$ cat src/rtl/disp_share_arb_if.sv
// Handshake bundle between the data producers and the display arbiter.
// Latency: none (wires only).
// Backpressure: none; a requester simply keeps REQ high until it sees GNT.
//
// Signals:
//   REQ        per-source level request
//   DATA       packed per-source words, source i at [i*DATA_W +: DATA_W]
//   GNT        one-hot grant, zero when idle
//   OWNER      index of the current owner, 0 when idle
//   DISP_DATA  word forwarded to the hex display driver
//   DISP_VALID display enable, 0 blanks the anodes
interface disp_share_arb_if #(
  parameter int N_REQ  = 4,
  parameter int DATA_W = 16
);
  localparam int OW = (N_REQ > 1) ? $clog2(N_REQ) : 1;

  logic [N_REQ-1:0]        REQ;
  logic [N_REQ*DATA_W-1:0] DATA;
  logic [N_REQ-1:0]        GNT;
  logic [OW-1:0]           OWNER;
  logic [DATA_W-1:0]       DISP_DATA;
  logic                    DISP_VALID;

  // Arbiter side.
  modport slave (
    input  REQ, DATA,
    output GNT, OWNER, DISP_DATA, DISP_VALID
  );

  // Producer / display side.
  modport master (
    output REQ, DATA,
    input  GNT, OWNER, DISP_DATA, DISP_VALID
  );
endinterface

$ cat src/rtl/disp_share_arb.sv
// Round-robin arbiter sharing one hex display path among N_REQ sources,
// with a minimum on-screen hold of HOLD_CYC cycles per owner.
// Latency: grant and display word one cycle after the request edge; backpressure: none, losers wait on REQ.
//
// Ports:
//   CLK  system clock
//   RST  synchronous active-high reset
//   bus  disp_share_arb_if.slave (REQ, DATA in; GNT, OWNER, DISP_DATA, DISP_VALID out)
//
// Optional build macro DISP_ARB_PREEMPT_EN: source 0 becomes urgent and
// takes the display immediately from any other owner.
module disp_share_arb #(
  parameter int N_REQ    = 4,
  parameter int DATA_W   = 16,
  parameter int HOLD_CYC = 50000000
) (
  input  logic             CLK,
  input  logic             RST,
  disp_share_arb_if.slave  bus
);
  localparam int OW = (N_REQ > 1) ? $clog2(N_REQ) : 1;
  localparam int CW = (HOLD_CYC > 1) ? $clog2(HOLD_CYC + 1) : 1;

  localparam logic [0:0] ST_IDLE = 1'b0;
  localparam logic [0:0] ST_OWN  = 1'b1;

  localparam logic [CW-1:0] HOLD_RELOAD = CW'(HOLD_CYC - 1);
  localparam logic [OW-1:0] LAST_RST    = OW'(N_REQ - 1);
  localparam logic [N_REQ-1:0] ONE_HOT0 = {{(N_REQ-1){1'b0}}, 1'b1};

  logic [0:0]        state_q, state_d;
  logic [CW-1:0]     cnt_q, cnt_d;
  logic [OW-1:0]     last_q, last_d;
  logic [N_REQ-1:0]  gnt_q, gnt_d;
  logic [OW-1:0]     owner_q, owner_d;
  logic [DATA_W-1:0] disp_data_q, disp_data_d;
  logic              disp_valid_q, disp_valid_d;

  // First requester strictly after 'base', wrapping. If only 'base' itself
  // requests, the search comes back around to it.
  function automatic logic [OW-1:0] rr_pick(input logic [N_REQ-1:0] r,
                                            input logic [OW-1:0] base);
    logic [OW-1:0] idx;
    logic [OW-1:0] res;
    logic          hit;
    idx = base;
    res = '0;
    hit = 1'b0;
    for (int k = 0; k < N_REQ; k++) begin
      idx = (idx == LAST_RST) ? '0 : idx + 1'b1;
      if (!hit && r[idx]) begin
        hit = 1'b1;
        res = idx;
      end
    end
    return res;
  endfunction

  logic [OW-1:0]    rr_idx;
  logic [N_REQ-1:0] others;
  logic             preempt;
  logic             take;
  logic [OW-1:0]    take_idx;

  // While owning, last_q equals owner_q, so one search base serves both states.
  assign rr_idx = rr_pick(bus.REQ, last_q);
  assign others = bus.REQ & ~gnt_q;

`ifdef DISP_ARB_PREEMPT_EN
  assign preempt = (owner_q != '0) && bus.REQ[0];
`else
  assign preempt = 1'b0;
`endif

  always_comb begin
    state_d      = state_q;
    cnt_d        = cnt_q;
    last_d       = last_q;
    gnt_d        = gnt_q;
    owner_d      = owner_q;
    disp_data_d  = disp_data_q;
    disp_valid_d = disp_valid_q;
    take         = 1'b0;
    take_idx     = rr_idx;

    if (state_q == ST_IDLE) begin
      gnt_d        = '0;
      owner_d      = '0;
      disp_valid_d = 1'b0;
      take         = |bus.REQ;
    end else begin
      // Live tracking of the owner's word only while it keeps requesting.
      if (bus.REQ[owner_q]) begin
        disp_data_d = bus.DATA[int'(owner_q)*DATA_W +: DATA_W];
      end
      if (preempt) begin
        take     = 1'b1;
        take_idx = '0;
      end else if (cnt_q != '0) begin
        cnt_d = cnt_q - 1'b1;
      end else if (|others) begin
        take = 1'b1;
      end else if (!bus.REQ[owner_q]) begin
        state_d      = ST_IDLE;
        gnt_d        = '0;
        owner_d      = '0;
        disp_valid_d = 1'b0;
      end
      // Owner alone and still requesting: keep it, counter parked at 0.
    end

    if (take) begin
      state_d      = ST_OWN;
      gnt_d        = ONE_HOT0 << take_idx;
      owner_d      = take_idx;
      last_d       = take_idx;
      cnt_d        = HOLD_RELOAD;
      disp_valid_d = 1'b1;
      disp_data_d  = bus.DATA[int'(take_idx)*DATA_W +: DATA_W];
    end
  end

  always_ff @(posedge CLK) begin
    if (RST) begin
      state_q      <= ST_IDLE;
      cnt_q        <= '0;
      last_q       <= LAST_RST;
      gnt_q        <= '0;
      owner_q      <= '0;
      disp_data_q  <= '0;
      disp_valid_q <= 1'b0;
    end else begin
      state_q      <= state_d;
      cnt_q        <= cnt_d;
      last_q       <= last_d;
      gnt_q        <= gnt_d;
      owner_q      <= owner_d;
      disp_data_q  <= disp_data_d;
      disp_valid_q <= disp_valid_d;
    end
  end

  assign bus.GNT        = gnt_q;
  assign bus.OWNER      = owner_q;
  assign bus.DISP_DATA  = disp_data_q;
  assign bus.DISP_VALID = disp_valid_q;
endmodule
$ cat src/flat_wrapper.sv
// flat-port wrapper written by rule: the top's interface ports become plain ports
module disp_share_arb_flat 
#(
  parameter int N_REQ    = 4,
  parameter int DATA_W   = 16,
  parameter int HOLD_CYC = 50000000
)
  (CLK, RST, bus_REQ, bus_DATA, bus_GNT, bus_OWNER, bus_DISP_DATA, bus_DISP_VALID);
  disp_share_arb_if #(.N_REQ(N_REQ), .DATA_W(DATA_W)) bus_i ();
  input  logic CLK;
  input  logic RST;
  input wire logic [$bits(bus_i.REQ)-1:0] bus_REQ;
  input wire logic [$bits(bus_i.DATA)-1:0] bus_DATA;
  output wire logic [$bits(bus_i.GNT)-1:0] bus_GNT;
  output wire logic [$bits(bus_i.OWNER)-1:0] bus_OWNER;
  output wire logic [$bits(bus_i.DISP_DATA)-1:0] bus_DISP_DATA;
  output wire logic [$bits(bus_i.DISP_VALID)-1:0] bus_DISP_VALID;
  assign bus_i.REQ = bus_REQ;
  assign bus_i.DATA = bus_DATA;
  assign bus_GNT = bus_i.GNT;
  assign bus_OWNER = bus_i.OWNER;
  assign bus_DISP_DATA = bus_i.DISP_DATA;
  assign bus_DISP_VALID = bus_i.DISP_VALID;
  disp_share_arb #(.N_REQ(N_REQ), .DATA_W(DATA_W), .HOLD_CYC(HOLD_CYC)) u_core (.CLK(CLK), .RST(RST), .bus(bus_i));
endmodule
$ cat config.mk
export PLATFORM = sky130hd
export DESIGN_NAME = disp_share_arb_flat
export DESIGN_NICKNAME = d
export VERILOG_FILES = /design/src/rtl/disp_share_arb_if.sv /design/src/rtl/disp_share_arb.sv /design/src/flat_wrapper.sv
export SDC_FILE = /design/constraint.sdc
export NUM_CORES = 1
export LEC_CHECK = 0
export ABC_AREA = 1
export CAP_MARGIN = 30
export CELL_PAD_IN_SITES_DETAIL_PLACEMENT = 0
export CELL_PAD_IN_SITES_GLOBAL_PLACEMENT = 1
export CORE_MARGIN = 10
export CORE_UTILIZATION = 38
export CTS_BUF_LIST = sky130_fd_sc_hd__clkbuf_4
export CTS_CLUSTER_DIAMETER = 60
export DETAILED_ROUTE_END_ITERATION = 6
export PLACE_DENSITY = 0.92
export SLEW_MARGIN = 20
export SYNTH_ARGS = -nofsm -noshare
export SYNTH_HDL_FRONTEND = slang
export SYNTH_SLANG_ARGS = --single-unit
$ cat constraint.sdc
create_clock -name CLK -period 4.87 [get_ports CLK]
set_input_delay 0.974 -clock CLK [delete_from_list [all_inputs] [get_ports CLK]]
set_output_delay 0.974 -clock CLK [all_outputs]
set_load 0.02 [all_outputs]
* Yosys cells after proc, flatten, opt, wreduce, memory -nomap -nowiden
Cells that the tools add are included. W data, S select, Z words.
Storage, ports and cells: bits in registers 52, logic and storage cells 97, input bits 70
Operators by class: magnitude comparators 5, shift operators 3, equality and inequality tests 7, reductions and logical operators 17, add/subtract/negate cells 5, bitwise gates (word level) 2, mux-type cells 50
Operator list (count):
- $shiftx A64 B7 Y16 | 2
- $mux W26 | 3
- $mux W16 | 3
- $mux W2 | 13
- $reduce_bool A26 Y1 | 1
- $sub A26 B1 Y26 const B | 1
- $mux W1 | 21
- $mux W4 | 5
- $lt A2 B3 Y1 const B | 5
- $bmux W1 S2 | 5
- $ne A3 B3 Y1 const B | 3
- $add A2 B1 Y2 const B | 4
- $eq A2 B2 Y1 const B | 4
- $reduce_or A4 Y1 | 2
- $reduce_and A2 Y1 | 3
- $reduce_bool A2 Y1 | 3
- $and A4 B4 Y4 | 1
- $not A4 Y4 | 1
- $shl A1 B2 Y4 const A | 1
- $logic_and A1 B1 Y1 | 3
- $logic_not A1 Y1 | 3
- $reduce_and A3 Y1 | 1
- $reduce_or A2 Y1 | 1

* Logic depth before layout (Yosys ltp)
Gate-level depths: netlist of the first run.
depth after elaboration 16, mapped depth 18

* Worst setup path after synthesis of the first run
OpenSTA, ideal clock, no wires.
kind input port to flip-flop, from input bus_REQ[1], to register u_core.disp_data_q[11], in the netlist u_core.bus.DISP_DATA[11], arrival time 2283 ps, required time 4761 ps, setup slack 2478 ps, cell stages on the path 15, path through inv_1 > o21ai_0 > nor2_1 > nand2_1 > nand2_1 > a21oi_4 > buf_6 > nand3_4 > nand2_8 > inv_4 > buf_8 > nand3_2 > nand3_1 > nand2_1 > inv_1
On the way: word-level cells in the longest chain between the ends 14, elaborated cells on any way between the ends 34, classes of those cells shift: 1; mux: 21; bitwise: 1; reduce/logical: 11
RTL lines:
- start, declared | line flat_wrapper.sv:12 | input wire logic [$bits(bus_i.REQ)-1:0] bus_REQ;
- $bmux W1 S2 | line disp_share_arb.sv:51 | if (!hit && r[idx]) begin
- $mux W1 (implied by the code) | line disp_share_arb.sv:51
- $mux W1 | line disp_share_arb.sv:51
- $logic_not A1 Y1 | line disp_share_arb.sv:51
- $logic_and A1 B1 Y1 | line disp_share_arb.sv:51
- $mux W1 | line disp_share_arb.sv:51
- $logic_not A1 Y1 | line disp_share_arb.sv:51
- $logic_and A1 B1 Y1 | line disp_share_arb.sv:51
- $mux W1 | line disp_share_arb.sv:51
- $logic_not A1 Y1 | line disp_share_arb.sv:51
- $logic_and A1 B1 Y1 | line disp_share_arb.sv:51
- $mux W2 | line disp_share_arb.sv:51
- $shiftx A64 B7 Y16 | line disp_share_arb.sv:119 | disp_data_d = bus.DATA[int'(take_idx)*DATA_W +: DATA_W];
- $mux W16 | line disp_share_arb.sv:112 | if (take) begin
- end signal, assigned | line disp_share_arb.sv:138 | disp_data_q <= disp_data_d;
- end, declared | line disp_share_arb.sv:36 | logic [DATA_W-1:0] disp_data_q, disp_data_d;
Parallel ways exist; a longest one is shown, timed or not. The select of a mux whose other input is x is not followed. A chain may end at the register's enable or synchronous reset.

* Worst setup path in the final report of the first run
from input bus_REQ[1], to register u_core.disp_data_q[5], in the netlist u_core.bus.DISP_DATA[5]
Same word-level chain as after synthesis.

==> results of run 1 <==
-- cell usage after synthesis --
cell,number
buf_6,4
nor2_4,2
inv_1,123
nor2_2,5
a21oi_4,1
o31ai_1,1
ha_1,3
nand3_1,87
nor3b_1,1
nand4_1,3
nand2_2,8
clkbuf_1,5
o211ai_1,1
o22ai_1,1
nor4_1,1
nor2_1,43
nand3_4,2
o21a_1,2
nand3_2,16
o21ai_0,35
a31oi_1,1
nand2_1,132
inv_2,5
o21ai_1,1
buf_8,1
inv_4,1
nor3_2,2
buf_2,10
dfxtp_1,52
nand2_8,1
a22oi_1,1
nor3_1,4
xor2_1,5
a21oi_1,40
o41ai_1,1
buf_4,3
a221oi_1,2
nand2_4,2
xnor2_1,3
or2_2,1
-- area by class of cell --
class                           count  area share, %
Multi-Input combinational cell    408           43.8
Sequential cell                    52           21.8
Timing Repair Buffer               93           19.4
Inverter                          129           10.2
Tap cell                          133           3.48
Clock buffer                        6          0.943
Clock inverter                      2          0.340
-- critical path: stages --
cell and delay, ps:
clkdlybuf4s50_1 500, inv_1 90, o21ai_0 180, nor2_1 90, nand2_1 80, nand2_1 90, a21oi_4 380, inv_2 210
nand2_2 540, nand2_4 330, nand2_1 140, nand3_1 90, nand3_1 130, nand2_1 70, inv_1 60
-- layer usage --
metal,GRT usage [%],vias up,routed length (um)
li1,-,2067,-
met1,18.4,1787,5000
met5,0,-,0
met2,24.9,101,4970
met4,4.30,0,212
met3,5.30,13,821
-- cells by family (layout without fill, tap and decap cells) --
group                      count (synthesis)  count (layout)  synth area share [%]
AOI/OAI and AO/OA                         87              87                  12.5
xor gates and xnor gates                   8               8                  1.86
adders and majority gates                  3               3                 0.995
buffers and inverters                    152             230                  16.9
DFF                                       52              52                  27.6
and+or+nand+nor                          310             310                  40.1
-- flip-flops by register name (all words and copies together), names as in the netlist --
signal                 flops
u_core.bus.DISP_DATA      16
u_core.bus.DISP_VALID      1
u_core.bus.GNT             4
u_core.bus.OWNER           2
u_core.cnt_q              26
u_core.last_q              2
u_core.state_q             1
-- power breakdown --
group / total, uW / internal [uW] / switching (uW)
Clock: 209 / 63.4 / 145
Sequential: 630 / 536 / 93.9
Combinational: 1650 / 600 / 1050
Total: 2490 / 1200 / 1290
-- per-stage QoR --
stage	setup WS, ps	util, %	power [uW]	hold slack, ps	cell area, um2
floorplan	2480	-	1920	438	3770
global placement	1020	48.5	2260	474	4720
global route	959	49.1	2750	533	4780
detailed placement	866	48.5	2290	484	4720
finish	1230	49.1	2490	504	4780
CTS	1280	49.1	2510	506	4780
-- worst paths after layout --
check	to	cells after the start	start	slack, ps
hold / removal	u_core.cnt_q[22]	2	u_core.cnt_q[22]	500
hold reg to reg	u_core.cnt_q[22]	2	u_core.cnt_q[22]	500
setup / recovery	u_core.bus.DISP_DATA[5]	15	bus_REQ[1]	1230
setup reg to reg	u_core.cnt_q[25]	11	u_core.cnt_q[0]	1780
==> impl_metrics.toml, run 1 <==
[sta]
maxSlewViolCount = 0
fin_skew_ps = 18.2
hold_viol = 0
min_period_over_period_pct = 74.7
rsz0062_at_grt = "no"
finalSetupViolCount = 0
slew_headroom_pct = 48.1
worst_pin_slew_ps = 777
tns_ps = 0
max_freq_mhz = 275
fin_crit_ps = 3640

[floorplan]
die_area_um2 = 14300
die_w_um = 120
die_h_um = 120
initial_core_util_pct = 38.8
ioPinCount = 93
num_rows = 36
core-area_um2 = 9730

[global_route]
grt.total_usage_pct = 15.2
grt-ovfl-total = 0
antenna_found_initial = 0
grt_pass1_vias = 3966
grt_max_degree = 37
grt_pass1_wl_mm = 18.5

[drt]
num_vias = 3968
wl_mm = 11.0
antenna_left = 0
drtIter0Drc = 258
drc = 0
dr.pass1.iters = 5
wl_per_cell_um = 13.4
vias_per_cell = 4.82

[placed_design]
dpl.cell_count = 815
gp_congestion = 0.928
dpl.hpwl_mm = 8.45
port_buffers = 92

[clocking]
post_cts_buffers = 0
cts_tree = "yes"
cts_made_buffers = 5
htreeDepth = 2
postCtsResizedCells = 0
cts_hold_buf = 0
cts_sinks = 52
clk_latency_ps = 380
clk_pin_slew_ps = 160
ctsRootBufferMaster = "clkbuf_4"
clockBufferDepth = 2

[cells_and_area]
finalNetCount = 762
mostFrequentLayoutCell = "nand2_1"
fillers = 1029
regArea_um2 = 1040
final_cell_mix = "nand2_1, inv_1, clkdlybuf4s50_1"
drive_above_1_share_pct = 7.97
diodes = 0
multi_input_area_um2 = 2090
final_cell_count_no_fill = 823
area_delta_synth_final_pct = 26.6

[min_path]
hp-class = "flop to flop"

[yosys]
yosys.area.top_type_share_pct = 27.6
synth-seq-cells = 52
synth_cell_types = 40
synth_area_leaders = "dfxtp_1, nand2_1, inv_1, nand3_1, a21oi_1"
postSynthNetCount = 685
syn_area_um2 = 3770
yosysSeqAreaShare_pct = 27.6
ys_warn_count = 0
synth_top_area_cell = "dfxtp_1"
netlist_instances = 612
syn_area_per_cell_um2 = 6.16

[worst_setup_path]
path_class = "input pin to flop"
critPathMaxFanout = 33
worst_ep_required_time_ps = 5210
worstSetupEndpointType = "flop"
start_kind = "input pin"
cp_data_arrival_time_ps = 3980

[job]
drv_cap = 0

[power_and_ir_drop]
power.density_nw_per_um2 = 522
total_leakage_power_uw = 0.00240
ir_drop_mv = 0.211

[outcome]
status = "finished clean"
No activity file was read; power rests on OpenSTA's default activity.
==> run 2, diff against run 1 <==
Settings changed: CORE_UTILIZATION 38 to 35, PLACE_DENSITY 0.92 to 0.86.
Clock period 4.87 ns to 3.35 ns, I/O delays scaled along.
==> impl_metrics.toml, run 2 (synthesis results as in run 1) <==
[outcome]
status = "finished clean"

[clocking]
post_cts_buffers = 0
clk_latency_ps = 390
clockBufferDepth = 2
ctsRootBufferMaster = "clkbuf_4"
postCtsResizedCells = 0
cts_tree = "yes"
htreeDepth = 2
cts_hold_buf = 0
clk_pin_slew_ps = 170
cts_made_buffers = 5
cts_sinks = 52

[worst_setup_path]
cp_data_arrival_time_ps = 2910
cp_common_cell = "nand2_1"
worst_ep_required_time_ps = 3660
cpPeakStageDelay_ps = 500
crit_buf_inv = 4
crit_path_cell_trace = "clkdlybuf4s50_1 -> inv_1 -> o21ai_0 -> nor2_1 -> nand2_1 -> nand2_1 -> a21oi_4 -> buf_4 -> nand3_4 -> nand2_4 -> nand2_1 -> nand3_1 -> nand3_1 -> nand2_1 -> inv_1"
worstSetupEndpointType = "flop"
critPathMaxFanout = 32
path_class = "input pin to flop"
slowest_stage = "clkdlybuf4s50_1"
cp_top_family = "simple AND/OR/NAND/NOR gates"
start_kind = "input pin"

[min_path]
hp-class = "flop to flop"

[floorplan]
die_w_um = 124
core-area_um2 = 10400
die_area_um2 = 15300
ioPinCount = 93
num_rows = 37
initial_core_util_pct = 36.2
die_h_um = 124

[global_route]
grt_max_degree = 36
grt.total_usage_pct = 15.2
grt-ovfl-total = 0
grt_pass1_vias = 4017
antenna_found_initial = 0
grt_pass1_wl_mm = 19.2

[cells_and_area]
top_register = "u_core.cnt_q"
final_cell_mix = "nand2_1, inv_1, clkdlybuf4s50_1"
finalNetCount = 770
largest_reg_flops = 26
multi_input_area_um2 = 2090
regArea_um2 = 1040
diodes = 0
drive_above_1_share_pct = 9.03
area_delta_synth_final_pct = 29.0
mostFrequentLayoutCell = "nand2_1"
fillers = 1116
final_cell_count_no_fill = 834

[job]
drv_cap = 0

[sta]
slew_headroom_pct = 50.7
fin_crit_ps = 2600
finalSetupViolCount = 0
worst_pin_slew_ps = 739
fin_skew_ps = 20.1
rsz0062_at_grt = "no"
min_period_over_period_pct = 77.6
tns_ps = 0
max_freq_mhz = 384
hold_viol = 0
maxSlewViolCount = 0

[drt]
vias_per_cell = 4.83
dr.pass1.iters = 4
wl_per_cell_um = 13.6
drtIter0Drc = 262
num_vias = 4031
drc = 0
antenna_left = 0
wl_mm = 11.3

[power_and_ir_drop]
power.density_nw_per_um2 = 763
total_leakage_power_uw = 0.00246
ir_drop_mv = 0.489

[placed_design]
dpl.hpwl_mm = 8.66
port_buffers = 92
dpl.cell_count = 826
gp_congestion = 0.889
==> run 2: cell count changes in the layout (fill, tap and decap cells not counted) <==
cell        previous run  this run
clkinvlp_4             1         0
buf_12                 0         2
buf_4                  1         7
clkinv_2               0         1
clkbuf_4               6         5
inv_6                  0         1
==> run 2: area by class of cell <==
class                           instances  area share, %
Multi-Input combinational cell        408           43.0
Sequential cell                        52           21.4
Timing Repair Buffer                  101           20.8
Inverter                              129           10.0
Tap cell                              136           3.50
Clock buffer                            5          0.772
Clock inverter                          3          0.463
==> run 2: per-layer routing <==
metal	vias up	wire [um]	track usage [%]
li1	2087	-	-
met1	1835	5230	19.0
met2	104	5140	24.9
met3	5	867	4.93
met4	0	65	3.06
met5	-	0	0
==> run 2: per-stage QoR <==
stage	cell area [um2]	setup WS [ps]	power, uW	util [%]	hold slack (ps)
2_1_floorplan	3770	1260	2790	-	438
3_3_place_gp	4800	417	3370	46.1	456
3_5_place_dp	4800	346	3410	46.1	466
4_1_cts	4860	767	3740	46.7	487
5_1_grt	4860	489	4080	46.7	517
6_report	4860	749	3710	46.7	480
==> run 2: final timing paths <==
check                           cells past startpoint                  endpoint  slack (ps)             startpoint
worst max register to register                     16  u_core.bus.DISP_DATA[11]         820       u_core.last_q[0]
worst min-delay path                                2     u_core.bus.DISP_VALID         480  u_core.bus.DISP_VALID
worst min register to register                      2     u_core.bus.DISP_VALID         480  u_core.bus.DISP_VALID
worst max-delay path                               15  u_core.bus.DISP_DATA[11]         750             bus_REQ[1]
==> run 2: report_power, final <==
part | leakage [uW] | internal [uW] | total (uW) | switching, uW
Clock | 0.0000356 | 85.4 | 315 | 230
Sequential | 0.000431 | 779 | 915 | 136
Combinational | 0.00199 | 926 | 2480 | 1560
Total | 0.00246 | 1790 | 3710 | 1920
==> run 2: worst register-to-register path, cell delays in order (launching register included) <==
cell and delay [ps]:
dfxtp_1 460, ha_1 360, inv_2 130, nand2_1 70
nand2_2 90, nand2_1 60, nand2_1 90, nor2_1 70
nand2_1 70, nand3_2 130, nand3_4 120, buf_4 350
nand3_1 160, nand3_1 120, nand3_1 90, nand2_1 70
inv_1 40
